==> config.mk <==
export PLATFORM = sky130hd
export DESIGN_NAME = if_prefetch_stage
export DESIGN_NICKNAME = d
export VERILOG_FILES = /design/src/rtl/if_prefetch_stage.sv
export SDC_FILE = /design/constraint.sdc
export NUM_CORES = 1
export LEC_CHECK = 0
export BUFFER_PORTS_ARGS = -buffer_cell sky130_fd_sc_hd__buf_2
export CORE_ASPECT_RATIO = 1.2
export CORE_MARGIN = 3
export CORE_UTILIZATION = 35
export CTS_CLUSTER_DIAMETER = 30
export DETAILED_ROUTE_END_ITERATION = 10
export PLACE_DENSITY = 0.61
export SYNTH_ARGS = -nofsm -noshare
export SYNTH_HDL_FRONTEND = slang
export SYNTH_SLANG_ARGS = --single-unit
==> constraint.sdc <==
create_clock -name clk -period 4.2 [get_ports clk]
set_input_delay 0.42 -clock clk [delete_from_list [all_inputs] [get_ports clk]]
set_output_delay 0.42 -clock clk [all_outputs]
set_load 0.02 [all_outputs]
==> src/rtl/if_prefetch_stage.sv <==
// Instruction fetch stage with a prefetch FIFO and pipelined imem interface.
// Several requests may be in flight; flush redirects fetch and drops stale responses.
module if_prefetch_stage #(
  parameter int unsigned     XLEN            = 32,
  parameter logic [XLEN-1:0] RESET_PC        = '0,
  parameter int unsigned     FIFO_DEPTH      = 4,
  parameter int unsigned     MAX_OUTSTANDING = 2
) (
  input  logic            clk,
  input  logic            reset_n,
  input  logic            is_flush,
  input  logic [XLEN-1:0] branch_target,
  input  logic            is_stall,
  output logic            imem_req,
  output logic [XLEN-1:0] imem_addr,
  input  logic            imem_gnt,
  input  logic            imem_rvalid,
  input  logic [XLEN-1:0] imem_rdata,
  output logic            is_valid,
  output logic [XLEN-1:0] pc,
  output logic [XLEN-1:0] instr
);

  localparam int unsigned PW = $clog2(FIFO_DEPTH);
  localparam int unsigned OW = $clog2(MAX_OUTSTANDING + 1);
  localparam int unsigned SW = (((PW + 1) > OW) ? (PW + 1) : OW) + 1;

  logic [PW:0]     wr_ptr_q, wr_ptr_d, rd_ptr_q, rd_ptr_d, fifo_cnt;
  logic [OW-1:0]   out_q, out_d, drop_q, drop_d;
  logic [XLEN-1:0] fetch_pc_q, fetch_pc_d, resp_pc_q, resp_pc_d, redirect_pc;
  logic [XLEN-1:0] mem_pc_q  [FIFO_DEPTH];
  logic [XLEN-1:0] mem_ins_q [FIFO_DEPTH];
  logic            can_req, hs, push, pop, unused_tgt_bits;

  assign fifo_cnt = wr_ptr_q - rd_ptr_q;

  // Only issue a request when a FIFO slot is reserved for its response.
  assign can_req  = (out_q < OW'(MAX_OUTSTANDING)) &&
                    ((SW'(out_q) + SW'(fifo_cnt)) < SW'(FIFO_DEPTH));
  assign imem_req  = reset_n && !is_flush && can_req;
  assign imem_addr = fetch_pc_q;
  assign hs        = imem_req && imem_gnt;

  assign push     = imem_rvalid && (drop_q == '0) && !is_flush;
  assign is_valid = (fifo_cnt != '0);
  assign pop      = is_valid && !is_stall && !is_flush;
  assign pc       = mem_pc_q[rd_ptr_q[PW-1:0]];
  assign instr    = mem_ins_q[rd_ptr_q[PW-1:0]];

  assign redirect_pc     = {branch_target[XLEN-1:2], 2'b00};
  assign unused_tgt_bits = ^branch_target[1:0];

  always_comb begin
    fetch_pc_d = fetch_pc_q;
    resp_pc_d  = resp_pc_q;
    wr_ptr_d   = wr_ptr_q;
    rd_ptr_d   = rd_ptr_q;
    drop_d     = drop_q;
    out_d      = out_q + OW'(hs) - OW'(imem_rvalid);
    if (hs) fetch_pc_d = fetch_pc_q + XLEN'(4);
    if (imem_rvalid && (drop_q != '0)) drop_d = drop_q - OW'(1);
    if (push) begin
      resp_pc_d = resp_pc_q + XLEN'(4);
      wr_ptr_d  = wr_ptr_q + (PW + 1)'(1);
    end
    if (pop) rd_ptr_d = rd_ptr_q + (PW + 1)'(1);
    // Every grant still unanswered after this edge belongs to the old path.
    if (is_flush) begin
      fetch_pc_d = redirect_pc;
      resp_pc_d  = redirect_pc;
      rd_ptr_d   = wr_ptr_q;
      drop_d     = out_q - OW'(imem_rvalid);
    end
  end

  always_ff @(posedge clk or negedge reset_n) begin
    if (!reset_n) begin
      fetch_pc_q <= RESET_PC;
      resp_pc_q  <= RESET_PC;
      wr_ptr_q   <= '0;
      rd_ptr_q   <= '0;
      out_q      <= '0;
      drop_q     <= '0;
      for (int i = 0; i < int'(FIFO_DEPTH); i++) begin
        mem_pc_q[i]  <= '0;
        mem_ins_q[i] <= '0;
      end
    end else begin
      fetch_pc_q <= fetch_pc_d;
      resp_pc_q  <= resp_pc_d;
      wr_ptr_q   <= wr_ptr_d;
      rd_ptr_q   <= rd_ptr_d;
      out_q      <= out_d;
      drop_q     <= drop_d;
      if (push) begin
        mem_pc_q[wr_ptr_q[PW-1:0]]  <= resp_pc_q;
        mem_ins_q[wr_ptr_q[PW-1:0]] <= imem_rdata;
      end
    end
  end

endmodule

==> metrics.txt <==
root buffer cell clkbuf_16; Slowest-stage cell, CP buf_4; cell count after synthesis 1057; final cell count without fillers 1842; Buffers on Ports 161; worst stage delay on the critical path 700 ps; Pwr Density 818.4 nW/um^2; pin count of the biggest net entering global routing 187; CP Max Fanout 33; crit path time final ~3500 ps; area of the multi-input gates ~6400 sq um; Setup TNS 0 ps; Buf/Inv on CP 3; cell repeated most along the worst path buf_4; final setup fails 0; worst min path class primary input to register; post-CTS sizing 0; 1st-pass router iterations 4; path depth of the worst reg2reg path 13; # rows just over 80; overall power 15.36 mW; top post-synthesis cells by area dfrtp_1 54%, mux2_2 18%, mux4_2 9.5%, xnor2_1 2.0%, nand2_1 1.9%; power share of the sequential group a little under a third; worst r2r src wr_ptr_q[0]; Worst Tran Pin Value around 1100 ps; status complete, no violations; initial antenna violation count 1; number of cells on the critical path 4; dpl cell area around 16000 sq um; Core Region between 40000 and 50000 sq um; CP Cell Sequence buf_4 > buf_4 > mux4_2 > buf_2; most frequent cells after synthesis 318 x dfrtp_1, 241 x mux2_2, 73 x nand2_1; synth warn 0; io pins ~170; FFs w/ async S/R, synth 100.0%; H-tree depth 3; Seq/Total Area, Yosys between 50% and 60%; Max-cap violations 0; Routed WL ~36000 microns; CTS tree built; Synth Cell Area 14700 sq um; skew final between 20 and 25 ps; Synth top area share 54.13%; Avg Cell Area, Syn ~14 sq um; # hold bufs at CTS 1; Die Y 230.5 microns; Reg clk slew, reported paths roughly 40 ps; DRC Markers 0; crit share post-route roughly 83%; static leakage about 8.7 nW; CTS buffer count 76; Clock Sinks about 320; post-place setup slack ~840 ps; Worst setup startpoint rd_ptr_q[0]; RSZ-0062 raised after global routing no; Final nets about 1300; clk buf depth 3; setup bufs post-CTS 0; vias around 9600; wire per inst a little under 20 microns; antenna-violating nets left 0; Slew HR 23.38%; Sw Ratio a little under a third; Placed Cells 1700; width of the chip 193.1 microns; most frequent cell after synthesis dfrtp_1; CP endpoint kind output pin; end of the critical path pc[5]; final hold vios 0; Starting Density 35.73%; most frequently used flop master after synthesis dfrtp_1; post-synth top area cell dfrtp_1; pins over their slew limit 0; clock network power share 40.2%; #FFs+latches synth around 320; share of layout cells above drive strength 1 approximately half; gr ovfl total 0; Sequential Area 7963 sq um; fin worst setup slack slightly above 700 ps; Area Overhead vs Synth 27.63%; Final Util 45.60%; vias per std cell about 5.2; Critical R2R Capture out_q[1]; switching power 4.659 mW; Startpoint Class register; P_int approximately 11 mW; CP Data Required Time ~3800 ps; fillers 3738; fmax roughly 0.29 GHz; Top delay family on crit path buffers and inverters; DR iter-0 viols 438; Worst R2R Setup Slack a little over 800 ps; die area ~45000 sq um; clk_lat worst skew 580 ps; DP Wirelength approximately 22000 microns; combinational fraction of design power roughly 28%; GRT Total Usage 16.45%; Unique masters post-synth 56; CP arrival around 3100 ps; kind of critical path register to output pin; Post-synth EDFFs 0; Final Cell Area between 15000 and 20000 sq um; global-route wire length before repair 57170 microns; GPL Wtd Cong 0.8033; Min Hold Slack ~83 ps; worst vdd ir around 550 uV; vias in the first global route slightly above 10000
[per-layer routing]
metal	wire length, microns	global-route usage, %	part of all wire [%]	vias to the layer above
met5	0	0	0	-
met4	712	6.104	2.0	0
met3	1887	4.313	5.3	47
met2	17600	26.19	49	216
met1	15550	21.60	43	5022
li1	-	-	-	4270
[worst min path at each step]
stage / from / end / cells past startpoint
floorplan: reset_n / drop_q[0] / 0
global placement: reset_n / mem_ins_q[125] / 1
detailed placement: reset_n / mem_ins_q[125] / 1
CTS: branch_target[22] / imem_addr[22] / 2
global route: branch_target[5] / resp_pc_q[5] / 2
finish: branch_target[22] / imem_addr[22] / 2
[flip-flops by register name, indices dropped and copies added (netlist names)]
| register | flops |
|---|---|
| resp_pc_q | 30 |
| out_q | 2 |
| mem_ins_q | 128 |
| drop_q | 2 |
| rd_ptr_q | 3 |
| imem_addr | 30 |
| wr_ptr_q | 3 |
| mem_pc_q | 120 |
[area by class of cell]
class / count / share of cell area (%)
sequential: 318 / 42.44
multi-input combinational: 648 / 33.89
clock buffer: 92 / 11.28
timing repair buffer: 175 / 4.988
tap: 539 / 3.595
clock inverter: 48 / 3.374
inverter: 21 / 0.4201
antenna: 1 / 0.01334
[cells in the final DEF, fill, tap and decap left out, types with 10 or more instances in the layout]
| cell type | count |
|---|---|
| and3_1 | 11 |
| buf_2 | 160 |
| buf_4 | 12 |
| bufinv_16 | 12 |
| clkbuf_16 | 79 |
| clkinv_2 | 13 |
| dfrtp_1 | 316 |
| ha_1 | 13 |
| inv_1 | 19 |
| mux2_2 | 241 |
| mux4_2 | 62 |
| nand2_1 | 69 |
| nand3_1 | 19 |
| nand4_1 | 17 |
| nor2_1 | 20 |
| o21ai_0 | 47 |
| xnor2_1 | 33 |
| xor2_1 | 10 |
[cell families (layout without fill, tap and decap cells)]
group	Yosys count	count (layout)	synth area share, %
flops	318	318	54.13
fa+ha+maj	14	14	1.243
simple gates	178	178	6.571
mux	306	306	28.16
xor+xnor	44	44	2.724
other cells	1	5	0.02551
compound gates	102	102	4.247
buf+inv	94	336	2.894
[power by group through the flow]
stage / Clock [mW] / Combinational, mW / Sequential (mW)
3_3_place_gp: 0 / 4.36 / 4.80
4_1_cts: 6.31 / 4.46 / 4.84
5_1_grt: 6.50 / 4.74 / 4.98
2_1_floorplan: 0 / 3.23 / 4.68
3_5_place_dp: 0 / 4.44 / 4.87
6_report: 6.17 / 4.35 / 4.83
Power figures use the tool's default switching activity.
